<file path="src/rtl/truss_watchdog_pkg.sv">
// Shared types and helpers for the truss watchdog array.
//   wd_state_t     : per-channel watchdog state
//   first_set_idx  : LSB-first priority encoder over a 32-bit vector
package truss_watchdog_pkg;

    typedef enum logic [1:0] {
        WD_IDLE    = 2'd0,
        WD_RUNNING = 2'd1,
        WD_EXPIRED = 2'd2
    } wd_state_t;

    // Returns the index of the lowest set bit; 0 when the vector is empty.
    // Scanning from the top down lets the lowest index overwrite the result last.
    function automatic logic [4:0] first_set_idx(input logic [31:0] i_vec);
        logic [4:0] idx;
        idx = 5'd0;
        for (int i = 31; i >= 0; i--) begin
            if (i_vec[i]) begin
                idx = 5'(i);
            end
        end
        return idx;
    endfunction

endpackage

</file>
<file path="src/rtl/truss_watchdog_chan.sv">
// One watchdog channel: state, counter, limit, rearm mode and timeout pulse.
// Ports:
//   i_clk, i_reset           clock, synchronous active-high reset
//   i_cfg_we                 load i_cfg_limit / i_cfg_rearm at this edge
//   i_cfg_limit, i_cfg_rearm new limit (0 = never expires) and auto-rearm mode
//   i_arm, i_kick, i_disarm  start / heartbeat / stop controls
//   o_expire                 expiry happens at the coming edge (combinational)
//   o_pulse                  registered one-cycle pulse after each expiry edge
//   o_state                  current state, exposed for debug
// Control priority: reset > disarm > arm > kick > count.
module truss_watchdog_chan
    import truss_watchdog_pkg::*;
#(
    parameter int CNT_W = 32
) (
    input  logic             i_clk,
    input  logic             i_reset,
    input  logic             i_cfg_we,
    input  logic [CNT_W-1:0] i_cfg_limit,
    input  logic             i_cfg_rearm,
    input  logic             i_arm,
    input  logic             i_kick,
    input  logic             i_disarm,
    output logic             o_expire,
    output logic             o_pulse,
    output wd_state_t        o_state
);

    wd_state_t        r_state;
    logic [CNT_W-1:0] r_cnt;
    logic [CNT_W-1:0] r_limit;
    logic             r_rearm;
    logic             r_pulse;
    logic             w_expire;

    // Expiry uses the limit in force before any cfg write at this edge.
    // A limit already at or below cnt never matches once cnt saturates; that is
    // a programming error and the channel simply never expires.
    always_comb begin
        w_expire = (r_state == WD_RUNNING) && !i_disarm && !i_arm && !i_kick &&
                   (r_limit != '0) && (r_cnt == r_limit - CNT_W'(1));
    end

    always_ff @(posedge i_clk) begin
        if (i_reset) begin
            r_state <= WD_IDLE;
            r_cnt   <= '0;
            r_limit <= '0;
            r_rearm <= 1'b0;
            r_pulse <= 1'b0;
        end else begin
            r_pulse <= w_expire;
            // Configuration never touches the running count.
            if (i_cfg_we) begin
                r_limit <= i_cfg_limit;
                r_rearm <= i_cfg_rearm;
            end
            if (i_disarm) begin
                r_state <= WD_IDLE;
                r_cnt   <= '0;
            end else if (i_arm) begin
                r_state <= WD_RUNNING;
                r_cnt   <= '0;
            end else if (r_state == WD_RUNNING) begin
                if (i_kick) begin
                    r_cnt <= '0;
                end else if (w_expire) begin
                    if (r_rearm) begin
                        r_cnt <= '0;
                    end else begin
                        r_state <= WD_EXPIRED;
                    end
                end else if (r_cnt != '1) begin
                    r_cnt <= r_cnt + CNT_W'(1);
                end
            end
        end
    end

    assign o_expire = w_expire;
    assign o_pulse  = r_pulse;
    assign o_state  = r_state;

endmodule

</file>
<file path="src/rtl/truss_watchdog_array.sv">
// N-channel hardware watchdog with sticky status and first-expiry capture.
// Ports:
//   clk, reset          clock, synchronous active-high reset
//   cfg_we/cfg_chan     write cfg_limit/cfg_rearm into channel cfg_chan
//   cfg_limit/cfg_rearm limit in cycles (0 = never expires), auto-rearm mode
//   arm/kick/disarm     per-channel start, heartbeat, stop
//   clr_status          per-channel clear of sticky timed_out; any bit clears first_valid
//   timeout_pulse       one-cycle pulse per expiry
//   timed_out           sticky expiry flags (set wins over clear)
//   any_timeout         registered OR of timed_out
//   first_valid/first_chan  lowest-index channel of the first expiry since clear
//   dbg_state           per-channel state, 2 bits per channel, channel 0 in [1:0]
module truss_watchdog_array
    import truss_watchdog_pkg::*;
#(
    parameter int N_CHAN     = 4,
    parameter int CNT_W      = 32,
    parameter int CHAN_IDX_W = ($clog2(N_CHAN) > 0) ? $clog2(N_CHAN) : 1
) (
    input  logic                  clk,
    input  logic                  reset,
    input  logic                  cfg_we,
    input  logic [CHAN_IDX_W-1:0] cfg_chan,
    input  logic [CNT_W-1:0]      cfg_limit,
    input  logic                  cfg_rearm,
    input  logic [N_CHAN-1:0]     arm,
    input  logic [N_CHAN-1:0]     kick,
    input  logic [N_CHAN-1:0]     disarm,
    input  logic [N_CHAN-1:0]     clr_status,
    output logic [N_CHAN-1:0]     timeout_pulse,
    output logic [N_CHAN-1:0]     timed_out,
    output logic                  any_timeout,
    output logic                  first_valid,
    output logic [CHAN_IDX_W-1:0] first_chan,
    output logic [2*N_CHAN-1:0]   dbg_state
);

    logic [N_CHAN-1:0]     w_expire;
    logic [N_CHAN-1:0]     w_pulse;
    logic [N_CHAN-1:0]     w_cfg_sel;
    logic [N_CHAN-1:0]     w_timed_next;
    logic                  w_capture;
    logic [CHAN_IDX_W-1:0] w_first_idx;
    wd_state_t             w_state [N_CHAN];

    logic [N_CHAN-1:0]     r_timed_out;
    logic                  r_any_timeout;
    logic                  r_first_valid;
    logic [CHAN_IDX_W-1:0] r_first_chan;

    for (genvar g = 0; g < N_CHAN; g++) begin : g_chan
        // An out-of-range cfg_chan matches no channel, so the write is dropped.
        assign w_cfg_sel[g] = cfg_we && (cfg_chan == CHAN_IDX_W'(g));

        truss_watchdog_chan #(.CNT_W(CNT_W)) u_chan (
            .i_clk       (clk),
            .i_reset     (reset),
            .i_cfg_we    (w_cfg_sel[g]),
            .i_cfg_limit (cfg_limit),
            .i_cfg_rearm (cfg_rearm),
            .i_arm       (arm[g]),
            .i_kick      (kick[g]),
            .i_disarm    (disarm[g]),
            .o_expire    (w_expire[g]),
            .o_pulse     (w_pulse[g]),
            .o_state     (w_state[g])
        );

        assign dbg_state[2*g +: 2] = w_state[g];
    end

    always_comb begin
        w_timed_next = (r_timed_out & ~clr_status) | w_expire;
        w_first_idx  = CHAN_IDX_W'(first_set_idx(32'(w_expire)));
        // A clear and a new expiry in the same cycle recaptures immediately.
        w_capture    = (|w_expire) && (!r_first_valid || (|clr_status));
    end

    always_ff @(posedge clk) begin
        if (reset) begin
            r_timed_out   <= '0;
            r_any_timeout <= 1'b0;
            r_first_valid <= 1'b0;
            r_first_chan  <= '0;
        end else begin
            r_timed_out   <= w_timed_next;
            r_any_timeout <= |w_timed_next;
            if (w_capture) begin
                r_first_valid <= 1'b1;
                r_first_chan  <= w_first_idx;
            end else if (|clr_status) begin
                r_first_valid <= 1'b0;
            end
        end
    end

    assign timeout_pulse = w_pulse;
    assign timed_out     = r_timed_out;
    assign any_timeout   = r_any_timeout;
    assign first_valid   = r_first_valid;
    assign first_chan    = r_first_chan;

endmodule

</file>
<file path="config.mk">
export PLATFORM = sky130hd
export DESIGN_NAME = truss_watchdog_array
export DESIGN_NICKNAME = d
export VERILOG_FILES = /design/src/rtl/truss_watchdog_pkg.sv /design/src/rtl/truss_watchdog_chan.sv /design/src/rtl/truss_watchdog_array.sv
export SDC_FILE = /design/constraint.sdc
export NUM_CORES = 1
export LEC_CHECK = 0
export BUFFER_PORTS_ARGS = -buffer_cell sky130_fd_sc_hd__clkbuf_2
export CORE_MARGIN = 5
export CORE_UTILIZATION = 50
export DETAILED_ROUTE_END_ITERATION = 6
export PLACE_DENSITY = 0.74
export SETUP_SLACK_MARGIN = 0.5
export SKIP_LAST_GASP = 1
export SYNTH_ARGS = -nofsm -noshare
export SYNTH_HDL_FRONTEND = slang
export SYNTH_HIERARCHICAL = 1
export SYNTH_SLANG_ARGS = --single-unit
</file>
<file path="constraint.sdc">
create_clock -name clk -period 3.6 [get_ports clk]
set_clock_uncertainty 0.05 [all_clocks]
set_input_delay 0.72 -clock clk [delete_from_list [all_inputs] [get_ports clk]]
set_output_delay 0.72 -clock clk [all_outputs]
set_load 0.05 [all_outputs]
</file>
# Yosys cells after proc, flatten, opt, wreduce, memory -nomap -nowiden
# Cells that the tools add are included.
# totals
inputBits,54
latchBits,0
mem_bits_rw,0
elab_cells,196
reg_bits,280
mem_bits_ro,0
output_inout_bits,20
mem_count,0
# classes
n_bitwise,11
mux,42
add_sub_neg,8
n_eq_ne,27
n_mul,0
shifts,0
n_lt_le_gt_ge,0
reduce_logical,80
div,0
# op_table
cell,n
$mux W32,16
$add A32 B1 Y32 const B,4
$eq A32 B32 Y1,4
$ne A32 B32 Y1 const B,4
$reduce_bool A32 Y1,4
$sub A32 B1 Y32 const B,4
$reduce_and A4 Y1,8
$logic_and A1 B1 Y1,25
$mux W1,22
$reduce_bool A2 Y1,9
$ne A2 B2 Y1 const B,8
$logic_not A1 Y1,13
$ne A3 B3 Y1 const B,4
$reduce_and A3 Y1,4
$reduce_bool A3 Y1,4
$reduce_or A3 Y1,4
$reduce_or A4 Y1,3
$eq A2 B1 Y1 const B,5
$mux W2,4
$not A1 Y1,8
$reduce_or A2 Y1,4
$and A4 B4 Y4,1
$eq A2 B2 Y1 const B,2
$not A4 Y4,1
other kinds (3),3

# Logic depth before layout (Yosys ltp)
# Gate-level depths: netlist (run 1).
# logic_depth
depth_word,10
ltp_mapped,16
depth_no_buf,14

# Cells and area by module
# The synthesis (run 1) kept the hierarchy.
# by_module_without_submodules
mod,seq_area_each_um2,cells_each,instances,area_per_inst_um2
truss_watchdog_chan at g_chan[0].u_chan ...,1361.3,560,3,4531.8
truss_watchdog_chan at g_chan[3].u_chan,1361.3,517,1,4131.5
truss_watchdog_array,160.2,41,1,361.6

# Worst setup path after synthesis (run 1)
# Ideal clock, no wire load.
# synth_path
path_kind,flip-flop to flip-flop
start,register g_chan[2].u_chan.r_limit[0]
end,register r_first_chan[0] (netlist: first_chan[0])
setup_time_ns,0.072
path_slack_ns,-0.003
stages_incl_launch_ff,16
n_path_buf,1
period_less_slack_ns,3.603
arrival_time_ns,3.481
required_ns,3.478
path_cell_list,dfxtp_1 -> buf_2 -> inv_1 -> ha_1 -> nor3b_2 -> nand4_2 -> nor3_1 -> xnor2_1 -> nand2_1 -> nor4_1 -> nor4bb_1 -> o2111ai_1 -> a2111oi_0 -> nor4_1 -> a21oi_1 -> mux2i_1
# synth_between
elab_chain_cells,6
word_cells_on_any_way,10
cone_classes,1 x add/sub; 1 x eq/ne; 3 x mux; 5 x reduce/logical
# synth_rtl
element,line,rtl
"start, declared",truss_watchdog_chan.sv:31,logic [CNT_W-1:0] r_limit;
"start signal, assigned",truss_watchdog_chan.sv:55,r_limit <= i_cfg_limit;
$sub A32 B1 Y32 / $reduce_bool A32 Y1 (equally long branches),truss_watchdog_chan.sv:41,(r_limit != '0) && (r_cnt == r_limit - CNT_W'(1));
$eq A32 B32 Y1 / $logic_and A1 B1 Y1 (equally long branches),"truss_watchdog_chan.sv:41, truss_watchdog_chan.sv:40",
$logic_and A1 B1 Y1 *,truss_watchdog_chan.sv:41,
net w_expire[2],truss_watchdog_array.sv:38,logic [N_CHAN-1:0] w_expire;
$mux W2 (3 in series),truss_watchdog_pkg.sv:18,if (i_vec[i]) begin
"end signal, assigned",truss_watchdog_array.sv:90,r_first_chan <= w_first_idx;
"end, declared",truss_watchdog_array.sv:49,logic [CHAN_IDX_W-1:0] r_first_chan;
# Mark *: on every way through the listed nets, which the timed path passes. The rest lies on a longest branch.
# A chain may end at the register's enable or synchronous reset.

# Worst setup path after layout (run 1)
# layout_path
start,register g_chan[3].u_chan.r_limit[2]
end,register g_chan[3].u_chan.r_cnt[3]
# layout_between
elab_chain_cells,5
word_cells_on_any_way,10
cone_classes,1 x add/sub; 2 x eq/ne; 2 x mux; 5 x reduce/logical
# layout_rtl
element,line,rtl
"start, declared",truss_watchdog_chan.sv:31,
"start signal, assigned",truss_watchdog_chan.sv:55,
$sub A32 B1 Y32 / $reduce_bool A32 Y1 (equally long branches),truss_watchdog_chan.sv:41,
$eq A32 B32 Y1 / $logic_and A1 B1 Y1 (equally long branches),"truss_watchdog_chan.sv:41, truss_watchdog_chan.sv:40",
$logic_and A1 B1 Y1 *,truss_watchdog_chan.sv:41,
$ne A3 B3 Y1 (no line) (tied with other cells),-,
$reduce_and A3 Y1 (no line) / $mux W32 (equally long branches),-,
"end signal, assigned",truss_watchdog_chan.sv:74,r_cnt <= r_cnt + CNT_W'(1);
"end, declared",truss_watchdog_chan.sv:30,logic [CNT_W-1:0] r_cnt;
# Mark *: on every way between the ends. The rest lies on a longest branch, timed or not.

==> impl_metrics.tcl, run 1 <==
set metrics [dict create \
    outcome "finished, final reports clean" \
    slowest_delay_ns 0.56 \
    dp_hpwl_um 41330 \
    port_buffers 73 \
    post_dp_cell_area_mm2 0.01956 \
    wl_met3_um 4756 \
    fin_nets 2534 \
    crit_path_cell_trace "or4_4, nor4b_4, nand3_1, xnor2_1, or4_4, nor2_1, or4b_4, a21oi_4, buf_6, buf_12, o21bai_1, a21o_1" \
    reg2regPathDepth 12 \
    worstSetupPathType "register to register" \
    synth_edf_count 0 \
    dpl_worst_slack_ns 0.02449 \
    vdd_drop_max_v 0.0002775 \
    setup_tns_ns 0 \
    setup_ws_ns 0.1192 \
    p_leak_nw 9.342 \
    dieWidth_um 200.2 \
    worst_pin_slew_ns 1.190 \
    r2r_slack_ns 0.12 \
    drt_iter0_drc 1580 \
    num_rows 69 \
    grt_max_degree 71 \
    fill_cells 2837 \
    wirelength_met1_um 25280 \
    synth_top_area_share_pct 30.99 \
    hold_viol 0 \
    ys_seq_area_share_pct 30.99 \
    dr_total_vias 18655 \
    cpMostUsedCell "or4_4" \
    cp_data_required_time_ns 4.03 \
    wl_um 62030 \
    htreeDepth 2 \
    relSlewSlack_pct 20.05 \
    dieArea_mm2 0.04008 \
    track_usage_pct 28.57 \
    final_cell_count_no_fill 2953 \
    grt_overflow 0 \
    p_total_mw 8.859 \
    setup_violations 0 \
    vias_per_cell 6.317 \
    holdWs_ns 0.3524 \
    multiInputGateArea_mm2 0.01326 \
    synth_area_mm2 0.01809 \
    worst_skew_pair.late_latency_ns 0.53 \
    dr.max_layer_used "met4" \
    final_max_slew_viol_count 0 \
    start_kind "register" \
    cts_root_buf "clkbuf_16" \
    synth_area_leaders "dfxtp_1 31%, mux2i_1 9.5%, nor2_1 6.2%" \
    drive_gt1_share_pct 28.53 \
    synthCells 2238 \
    gp_congestion 0.9747 \
    drtPass1Iterations 5 \
    timing.rr.start "g_chan[3].u_chan/r_limit[2]" \
    start_util_pct 50.73 \
    stdcell_area_mm2 0.02348 \
    syn_nets 2304 \
    power_density_mw_per_mm2 377.4 \
    end_kind "register" \
    maxCapViolCount 0 \
    clock_sinks 280 \
    ys_async_sr_fraction_pct 0 \
    antenna_cells 0 \
    drc 0 \
    synth-main-ff-cell "dfxtp_1" \
    coreArea_mm2 0.03566 \
    clk_pin_slew_ns 0.06 \
    cts_tree "built" \
    yosysTopAreaCell "dfxtp_1" \
    yosys_warnings 6 \
    dp.cells 2757 \
    grt_pass1_vias 17597 \
    syn_area_per_cell_um2 8.082 \
    wl_per_cell_um 21.00 \
    min_to "g_chan[2].u_chan/o_state[0]" \
    critPathSlowestCell "or4_4" \
    pin_count 74 \
    worstHoldPathCells 2 \
    die_h_um 200.2 \
    crit_arrival_ns 3.91 \
    mostFrequentLayoutCell "nor2_1" \
    synth-seq-cells 280 \
    grt_pass1_wl_um 95590 \
    max_freq_ghz 0.2873 \
    antenna_found_initial 0 \
    worstPathMaxFanout 8 \
    holdCritPathClass "input port to register" \
    mostFrequentLayoutCells "292 x nor2_1, 260 x dfxtp_1, 175 x buf_4" \
    antenna_left 0 \
    cts_buffers 34 \
    regArea_mm2 0.005648 \
    areaGrowthSynthToFinish_pct 29.78 \
    yosys.cell_types.count 79 \
    rsz0062_at_grt "yes" \
    utilization_pct 65.84 \
    fin_crit_ns 3.481 \
    r2r_end "g_chan[3].u_chan/r_cnt[3]" \
    finalCritPeriodShare_pct 96.69 \
    min_from "disarm[2]" \
    met2_wirelength_um 29450 \
    cts_buffer_depth 3 \
]
-- worst max path at each step --
| stage | from | endpoint | slack, ns | cells after the start |
|---|---|---|---|---|
| after global placement | arm[3] | g_chan[3].u_chan/r_cnt[3] | 0.04 | 12 |
| after detailed placement | arm[3] | g_chan[3].u_chan/r_cnt[12] | 0.02 | 12 |
| after CTS | g_chan[3].u_chan/r_limit[3] | g_chan[3].u_chan/r_cnt[3] | 0.21 | 12 |
| after global routing | g_chan[0].u_chan/r_limit[0] | first_chan[0] | -0.08 | 15 |
| after floorplan | g_chan[3].u_chan/r_limit[0] | g_chan[3].u_chan/r_cnt[12] | 0.20 | 12 |
| final | g_chan[3].u_chan/r_limit[2] | g_chan[3].u_chan/r_cnt[3] | 0.12 | 12 |
-- registers in the layout, indices dropped and copies added (netlist names) --
| name | count |
|---|---|
| any_timeout | 1 |
| g_chan.u_chan/r_limit | 128 |
| first_chan | 2 |
| g_chan.u_chan/r_cnt | 128 |
| first_valid | 1 |
| g_chan.u_chan/o_state | 8 |
| timed_out | 4 |
| g_chan.u_chan/r_rearm | 4 |
| g_chan.u_chan/o_pulse | 4 |
-- routing by layer --
layer	global-route usage, %	up-vias
li1	-	8685
met1	36.86	8969
met2	48.34	805
met3	4.609	196
met4	10.77	0
met5	0	-
-- repair_timing --
| action | in CTS | in global routing |
|---|---|---|
| buffers inserted | 63 | 46 |
| gates resized for setup | 221 | 165 |
| setup endpoints to repair | 136 | 143 |
| hold buffers | 0 | 0 |
| cloned | 23 | 4 |
| pin swaps | 114 | 105 |
-- cell type report --
class	instances	share of cell area [%]
Sequential cell	280	24.06
Clock buffer	48	4.248
Tap cell	461	2.457
Inverter	41	0.7089
Multi-Input combinational cell	1790	56.49
Timing Repair Buffer	321	11.30
Clock inverter	12	0.7302
-- cell families after synthesis --
logic type	Yosys count	share of synthesized area [%]
AO/OA/AOI/OAI	398	15.03
XOR/XNOR	145	7.021
adder cells (fa/ha/maj)	12	0.8300
buffers and inverters	182	4.676
flip-flops	280	30.99
multiplexers	184	10.26
AND/OR/NAND/NOR	1037	31.19
-- where the power goes --
group          switching (mW)  internal [mW]
sequential             0.0887           3.15
clock                    1.40           2.22
combinational            1.09          0.908
-- cell usage after synthesis (all sizes together) (28+ instances only) --
| library cell | number |
|---|---|
| xnor2 | 66 |
| clkbuf | 97 |
| o21ai | 84 |
| xor2 | 79 |
| mux2i | 172 |
| buf | 44 |
| inv | 41 |
| nor2 | 298 |
| nand3 | 110 |
| and3 | 39 |
| a21oi | 104 |
| nand4 | 52 |
| nand2 | 143 |
| dfxtp | 280 |
| nor3 | 102 |
| nor4 | 79 |
| or3 | 48 |
| o31ai | 29 |
| and4 | 28 |
-- worst max-delay path: cells and delay by family (launching register included) --
family	cells	cell delay (ns)
xor gates and xnor gates	1	0.15
and+or+nand+nor	6	2.18
DFF	1	0.32
buffers and inverters	2	0.27
AOI/OAI and AO/OA	3	0.44
No activity file was read; power rests on OpenSTA's default activity.
==> run 2: changes to the inputs <==
--- a/config.mk
+++ b/config.mk
@@ -6,10 +6,13 @@
 export NUM_CORES = 1
 export LEC_CHECK = 0
 export BUFFER_PORTS_ARGS = -buffer_cell sky130_fd_sc_hd__clkbuf_2
+export CELL_PAD_IN_SITES_DETAIL_PLACEMENT = 1
+export CELL_PAD_IN_SITES_GLOBAL_PLACEMENT = 1
 export CORE_MARGIN = 5
 export CORE_UTILIZATION = 50
 export DETAILED_ROUTE_END_ITERATION = 6
-export PLACE_DENSITY = 0.74
+export MAX_ROUTING_LAYER = met4
+export PLACE_DENSITY = 0.89
 export SETUP_SLACK_MARGIN = 0.5
 export SKIP_LAST_GASP = 1
 export SYNTH_ARGS = -nofsm -noshare
==> constraint.sdc (replaced) <==
create_clock -name clk -period 4.2 [get_ports clk]
set_clock_uncertainty 0.05 [all_clocks]
set_input_delay 0.84 -clock clk [delete_from_list [all_inputs] [get_ports clk]]
set_output_delay 0.84 -clock clk [all_outputs]
set_load 0.05 [all_outputs]
==> run 2 against run 1 <==
Power fell by 15%; sequential power fell by 14%; critical path depth unchanged; wire length up 4.0%; fmax shrank 7.3%; highest routed layer unchanged; via count is 3.8% lower; final cell count is 5.8% lower; critical endpoint is now g_chan[3].u_chan/r_cnt[1].
==> impl_metrics.tcl, run 2 (synthesis results as in run 1) <==
set metrics [dict create \
    cts_tree "built" \
    gp_congestion 0.9339 \
    hold_viol 0 \
    fill_cells 4232 \
    relSlewSlack_pct 25.12 \
    antenna_cells 0 \
    setup_violations 0 \
    start_kind "register" \
    use_met2_pct 50.49 \
    global_route.usage.met1_pct 37.61 \
    cts_root_buf "clkbuf_16" \
    vdd_drop_max_v 0.0002700 \
    dieWidth_um 200.2 \
    worstHoldPathCells 2 \
    min_to "first_chan[1]" \
    start_util_pct 50.73 \
    maxCapViolCount 0 \
    num_rows 69 \
    utilization_pct 58.93 \
    cp_data_required_time_ns 4.61 \
    drc 0 \
    antenna_left 0 \
    port_buffers 73 \
    mostFrequentLayoutCells "293 x nor2_1, 273 x dfxtp_1, 171 x mux2i_1" \
    mostFrequentLayoutCell "nor2_1" \
    grt_overflow 0 \
    dp_hpwl_um 44470 \
    cts_buffer_depth 3 \
    reg2regPathDepth 12 \
    track_usage_pct 30.13 \
    r2r_end "g_chan[3].u_chan/r_cnt[1]" \
    clock_sinks 280 \
    grt_max_degree 70 \
    coreArea_mm2 0.03566 \
    clk_pin_slew_ns 0.06 \
    drtPass1Iterations 5 \
    wl_per_cell_um 23.19 \
    end_kind "register" \
    setup_ws_ns 0.4437 \
    r2r_slack_ns 0.44 \
    die_h_um 200.2 \
    cts_buffers 35 \
    met3_usage_pct 5.320 \
    finalCritPeriodShare_pct 89.44 \
    holdCritPathClass "register to register" \
    setup_tns_ns 0 \
    vias_per_cell 6.456 \
    busiest_layer "met2" \
    timing.rr.start "g_chan[3].u_chan/r_limit[1]" \
    wl_um 64490 \
    worst_pin_slew_ns 1.123 \
    areaGrowthSynthToFinish_pct 16.16 \
    outcome "finished, final reports clean" \
    pin_count 74 \
    worstPathMaxFanout 15 \
    dpl_worst_slack_ns 0.03165 \
    grt_pass1_wl_um 97840 \
    worst_skew_pair.late_latency_ns 0.56 \
    worstSetupPathType "register to register" \
    dieArea_mm2 0.04008 \
    antenna_found_initial 2 \
    p_leak_nw 8.135 \
    crit_arrival_ns 4.16 \
    fin_nets 2359 \
    grt_pass1_vias 17974 \
    min_from "first_chan[1]" \
    drive_gt1_share_pct 17.03 \
    rsz0062_at_grt "yes" \
    fin_crit_ns 3.756 \
    final_max_slew_viol_count 0 \
    power_density_mw_per_mm2 357.2 \
    dr_total_vias 17954 \
    drt_iter0_drc 1233 \
    max_freq_ghz 0.2662 \
    htreeDepth 2 \
]
## run 2: changes by cell type in the layout (fill, tap and decap cells not counted), moves of 13 or more
cell / change
nand3_2: -16
dfxtp_1: +13
nand3_1: +16
buf_4: -99
nor3_1: +16
a21oi_2: -41
o21ai_0: +17
buf_6: -57
a21oi_1: +42
## run 2: metal layers
| metal | part of all wire (%) | wire length (um) | up-vias |
|---|---|---|---|
| met5 | 0 | 0 | - |
| met2 | 49 | 31310 | 560 |
| met4 | 2.8 | 1799 | 0 |
| met1 | 43 | 27430 | 8974 |
| li1 | - | - | 8289 |
| met3 | 6.1 | 3943 | 131 |
## run 2: cell type report
cell class | instances | area [um^2] | area share [%]
Timing Repair Buffer | 158 | 1119 | 5.324
Tap cell | 461 | 576.8 | 2.745
Multi-Input combinational cell | 1777 | 12300 | 58.55
Clock buffer | 48 | 1016 | 4.835
Inverter | 41 | 153.9 | 0.7325
Sequential cell | 280 | 5617 | 26.73
Clock inverter | 16 | 226.5 | 1.078
## run 2: what timing repair did
item	CTS	global route
hold buffers	0	0
gates resized for setup	32	114
setup buffers	8	32
setup endpoints to repair	120	124
cloned	0	3
endpoints found under the hold margin	0	0
pin swaps	7	37
## run 2: worst max-delay path, cell delays in order (launching register included)
cell and delay (ns):
dfxtp_4 0.37, or4_4 0.57, nor4b_4 0.42, buf_4 0.19
nand3_2 0.07, xnor2_1 0.13, or4_4 0.52, nor2_2 0.09
or4b_4 0.50, a21oi_4 0.29, clkbuf_16 0.24, o21ai_0 0.12
o31ai_1 0.10
## run 2: worst max path at each step
stage	to	slack [ns]	depth (start not counted)	from
after floorplan	first_chan[0]	0.60	15	g_chan[2].u_chan/r_limit[0]
after global placement	g_chan[0].u_chan/r_cnt[0]	0.22	13	g_chan[0].u_chan/r_limit[0]
after detailed placement	g_chan[0].u_chan/r_cnt[0]	0.03	13	g_chan[0].u_chan/r_limit[0]
after CTS	g_chan[2].u_chan/r_cnt[18]	0.50	14	g_chan[2].u_chan/r_limit[1]
after global routing	g_chan[3].u_chan/r_cnt[1]	0.31	11	g_chan[3].u_chan/r_limit[9]
final	g_chan[3].u_chan/r_cnt[1]	0.44	12	g_chan[3].u_chan/r_limit[1]
## run 2: metrics by stage
stage / power, mW / area (um^2) / hold slack [ns] / std cells
floorplan: 3.675 / 18090 / 0.4023 / 2238
global placement: 3.990 / 18720 / 0.4100 / 2674
detailed placement: 4.031 / 18720 / 0.4211 / 2674
CTS: 7.371 / 20210 / 0.4299 / 2746
global route: 7.762 / 21010 / 0.4410 / 2781
finish: 7.504 / 21010 / 0.4354 / 2781
## run 2: where the power goes
part | total (mW) | leakage [nW] | switching (mW) | internal (mW)
Sequential | 2.80 | 2.27 | 0.0940 | 2.70
Combinational | 1.43 | 5.25 | 0.855 | 0.570
Clock | 3.28 | 0.614 | 1.27 | 2.01
Total | 7.50 | 8.14 | 2.22 | 5.28
==> run 3: changes to the inputs <==
--- a/config.mk
+++ b/config.mk
@@ -5,14 +5,16 @@
 export SDC_FILE = /design/constraint.sdc
 export NUM_CORES = 1
 export LEC_CHECK = 0
+export ABC_AREA = 1
 export BUFFER_PORTS_ARGS = -buffer_cell sky130_fd_sc_hd__clkbuf_2
 export CELL_PAD_IN_SITES_DETAIL_PLACEMENT = 1
 export CELL_PAD_IN_SITES_GLOBAL_PLACEMENT = 1
 export CORE_MARGIN = 5
-export CORE_UTILIZATION = 50
+export CORE_UTILIZATION = 49
+export CTS_BUF_LIST = sky130_fd_sc_hd__clkbuf_4
 export DETAILED_ROUTE_END_ITERATION = 6
 export MAX_ROUTING_LAYER = met4
-export PLACE_DENSITY = 0.89
+export PLACE_DENSITY = 0.94
 export SETUP_SLACK_MARGIN = 0.5
 export SKIP_LAST_GASP = 1
 export SYNTH_ARGS = -nofsm -noshare
==> run 3 against run 2 <==
Synthesized cell count rose by 61%; global-route usage rose by 3.1 points; wire length rose by 21%; worst setup slack improved by 0.30 ns.
==> impl_metrics.tcl, run 3 <==
set metrics [dict create \
    multiInputGateArea_mm2 0.01311 \
    gp_congestion 1.002 \
    setup_violations 0 \
    synth.most_common_cell "nand2_1" \
    hold_viol 0 \
    cts_tree "built" \
    drive_gt1_share_pct 9.253 \
    die_h_um 216.1 \
    fill_cells 6133 \
    timing.rr.start "g_chan[3].u_chan/r_limit[7]" \
    startpoint "g_chan[3].u_chan/r_limit[7]" \
    cpLargestDelayFamily "simple AND/OR/NAND/NOR gates" \
    pin_count 74 \
    synth-adder-area-share_pct 0.7216 \
    critPathSlowestCell "dfxtp_1" \
    mostFrequentLayoutCell "nand2_1" \
    worst_skew_pair.late_latency_ns 0.85 \
    synth_area_leaders "dfxtp_1 27%, nand2_1 19%, nor2_1 14%" \
    synth-simple-area-share_pct 46.65 \
    synth_area_mm2 0.02081 \
    grt_overflow 0 \
    synthXorXnorAreaFrac_pct 6.440 \
    cts_buffers 80 \
    vias_per_cell 5.516 \
    muxShareOfSynthArea_pct 0 \
    wirelength_met1_um 33270 \
    crit_buf_inv 3 \
    drtPass1Iterations 5 \
    power_density_mw_per_mm2 331.8 \
    finalCritPeriodShare_pct 82.29 \
    synth_edf_count 0 \
    drt_iter0_drc 2155 \
    grt_max_degree 51 \
    met2_wirelength_um 35990 \
    relSlewSlack_pct 23.40 \
    cts_root_buf "clkbuf_4" \
    yosys-top-cells-count "1033 x nand2_1, 772 x nor2_1, 401 x inv_1" \
    worst_pin_slew_ns 1.148 \
    worstPathMaxFanout 17 \
    yosysTopAreaCell "dfxtp_1" \
    synth_top_family_by_area "simple AND/OR/NAND/NOR gates" \
    synth_top_area_share_pct 26.94 \
    synthCells 3614 \
    htreeDepth 3 \
    ys_async_sr_fraction_pct 0 \
    dp.cells 4144 \
    rsz0062_at_grt "no" \
    grt_pass1_vias 23871 \
    grt_pass1_wl_um 123700 \
    drc 0 \
    final_cell_count_no_fill 4297 \
    max_freq_ghz 0.2893 \
    worstSetupPathType "register to register" \
    start_kind "register" \
    maxCapViolCount 0 \
    clk_pin_slew_ns 0.08 \
    dr_total_vias 23704 \
    cpMostUsedCell "nand2_1" \
    slowest_delay_ns 0.36 \
    regArea_mm2 0.005605 \
    final_max_slew_viol_count 0 \
    antenna_found_initial 8 \
    antenna_left 0 \
    yosys_warnings 6 \
    crit_arrival_ns 4.14 \
    cp_data_required_time_ns 4.88 \
    areaGrowthSynthToFinish_pct 8.449 \
    wl_met3_um 5927 \
    wl_per_cell_um 18.15 \
    coreArea_mm2 0.04195 \
    dieWidth_um 216.1 \
    holdCritPathClass "input port to register" \
    crit_path_cell_trace "nor2_1, nand2_1, nor2_4, nand2_1, o21ai_1, nand3_1, nand2_1, inv_1, nand3b_1, nor2_2, nand2_1, buf_4, inv_1, nor2_2, nand3_2, a21oi_1, nor2_1" \
    yosys.cell_types.count 43 \
    min_from "arm[3]" \
    vdd_drop_max_v 0.0001931 \
    ys_seq_area_share_pct 26.94 \
    num_rows 75 \
    mostFrequentLayoutCells "1033 x nand2_1, 768 x nor2_1, 401 x inv_1" \
    wl_um 77980 \
    synth-seq-cells 280 \
    ctsHoldBuffers 0 \
    clock_sinks 280 \
    p_leak_nw 11.02 \
    dp_hpwl_um 59690 \
    fin_crit_ns 3.456 \
    setup_tns_ns 0 \
    syn_area_per_cell_um2 5.757 \
    syn_nets 3680 \
    dr.max_layer_used "met4" \
    synth-main-ff-cell "dfxtp_1" \
    synth_compound_area_share_pct 9.014 \
    end_kind "register" \
    cts_buffer_depth 3 \
    port_buffers 73 \
    outcome "finished, final reports clean" \
    fin_nets 3753 \
    start_util_pct 49.60 \
    dieArea_mm2 0.04669 \
    track_usage_pct 33.27 \
]
## run 3: cell count changes after synthesis, moves of 35 or more
| cell | change |
|---|---|
| nor3_1 | -35 |
| or3_1 | -48 |
| a21oi_1 | +41 |
| nor4_1 | -39 |
| nand2_1 | +891 |
| mux2i_1 | -172 |
| inv_1 | +360 |
| o21ai_0 | +105 |
| and3_1 | -39 |
| nor2_1 | +474 |
| nor2_2 | +40 |
| nand3_1 | +79 |
| xor2_1 | +38 |
## run 3: cell type report
type / count / share of cell area [%]
antenna: 8 / 0.08872
sequential: 280 / 24.84
clock buffer: 121 / 4.026
clock inverter: 24 / 0.5323
multi-input combinational: 2811 / 58.11
timing repair buffer: 94 / 2.429
inverter: 420 / 6.986
tap: 539 / 2.989
## run 3: worst register-to-register path: stages, from the launching register on
cell and delay [ns]:
dfxtp_1 0.36, nor2_1 0.29, nand2_1 0.24, nor2_4 0.31
nand2_1 0.18, o21ai_1 0.27, nand3_1 0.15, nand2_1 0.10
inv_1 0.04, nand3b_1 0.08, nor2_2 0.06, nand2_1 0.25
buf_4 0.30, inv_1 0.17, nor2_2 0.19, nand3_2 0.11
a21oi_1 0.16, nor2_1 0.06
## run 3: per-layer routing
metal	GRT usage (%)	vias up
li1	-	11532
met1	41.49	11235
met2	54.28	748
met3	6.642	189
met4	11.21	0
met5	-	-
## run 3: power by group
part	total (mW)	switching [mW]	internal, mW	leakage (nW)
Combinational	1.96	1.39	0.573	8.12
Clock	2.67	1.30	1.37	0.617
Sequential	2.85	0.115	2.74	2.28
Total	7.49	2.80	4.68	11.0
## run 3: kinds of logic (layout without fill, tap and decap cells)
family,after synthesis,after routing
AO/OA/AOI/OAI,362,362
XOR/XNOR,153,153
adder cells (fa/ha/maj),12,12
buffers and inverters,523,659
flip-flops,280,280
other,0,8
AND/OR/NAND/NOR,2284,2284
## run 3: timing repair
action                                 4_1_cts  5_1_grt
setup buffers                                0        0
resized for setup                            0        6
setup endpoints to repair                    0       67
endpoints found under the hold margin        0        0
## run 3: stage by stage
stage / hold slack [ns] / util (%) / total power [mW] / instance area, um^2 / setup slack [ns]
global placement: 0.4182 / 51.22 / 4.719 / 21490 / 0.8561
floorplan: 0.4015 / - / 4.261 / 20810 / 1.654
finish: 0.2296 / 53.80 / 7.488 / 22570 / 0.7438
global route: 0.1829 / 53.79 / 7.940 / 22560 / 0.4967
CTS: 0.1800 / 53.68 / 7.493 / 22520 / 0.7131
detailed placement: 0.4231 / 51.22 / 4.780 / 21490 / 0.7537
## run 3: worst paths after layout
path | to | slack, ns | depth (start not counted)
min reg2reg | g_chan[1].u_chan/o_state[1] | 0.43 | 2
max reg2reg | first_chan[0] | 0.74 | 17
max | first_chan[0] | 0.74 | 17
min | g_chan[3].u_chan/o_state[0] | 0.23 | 3
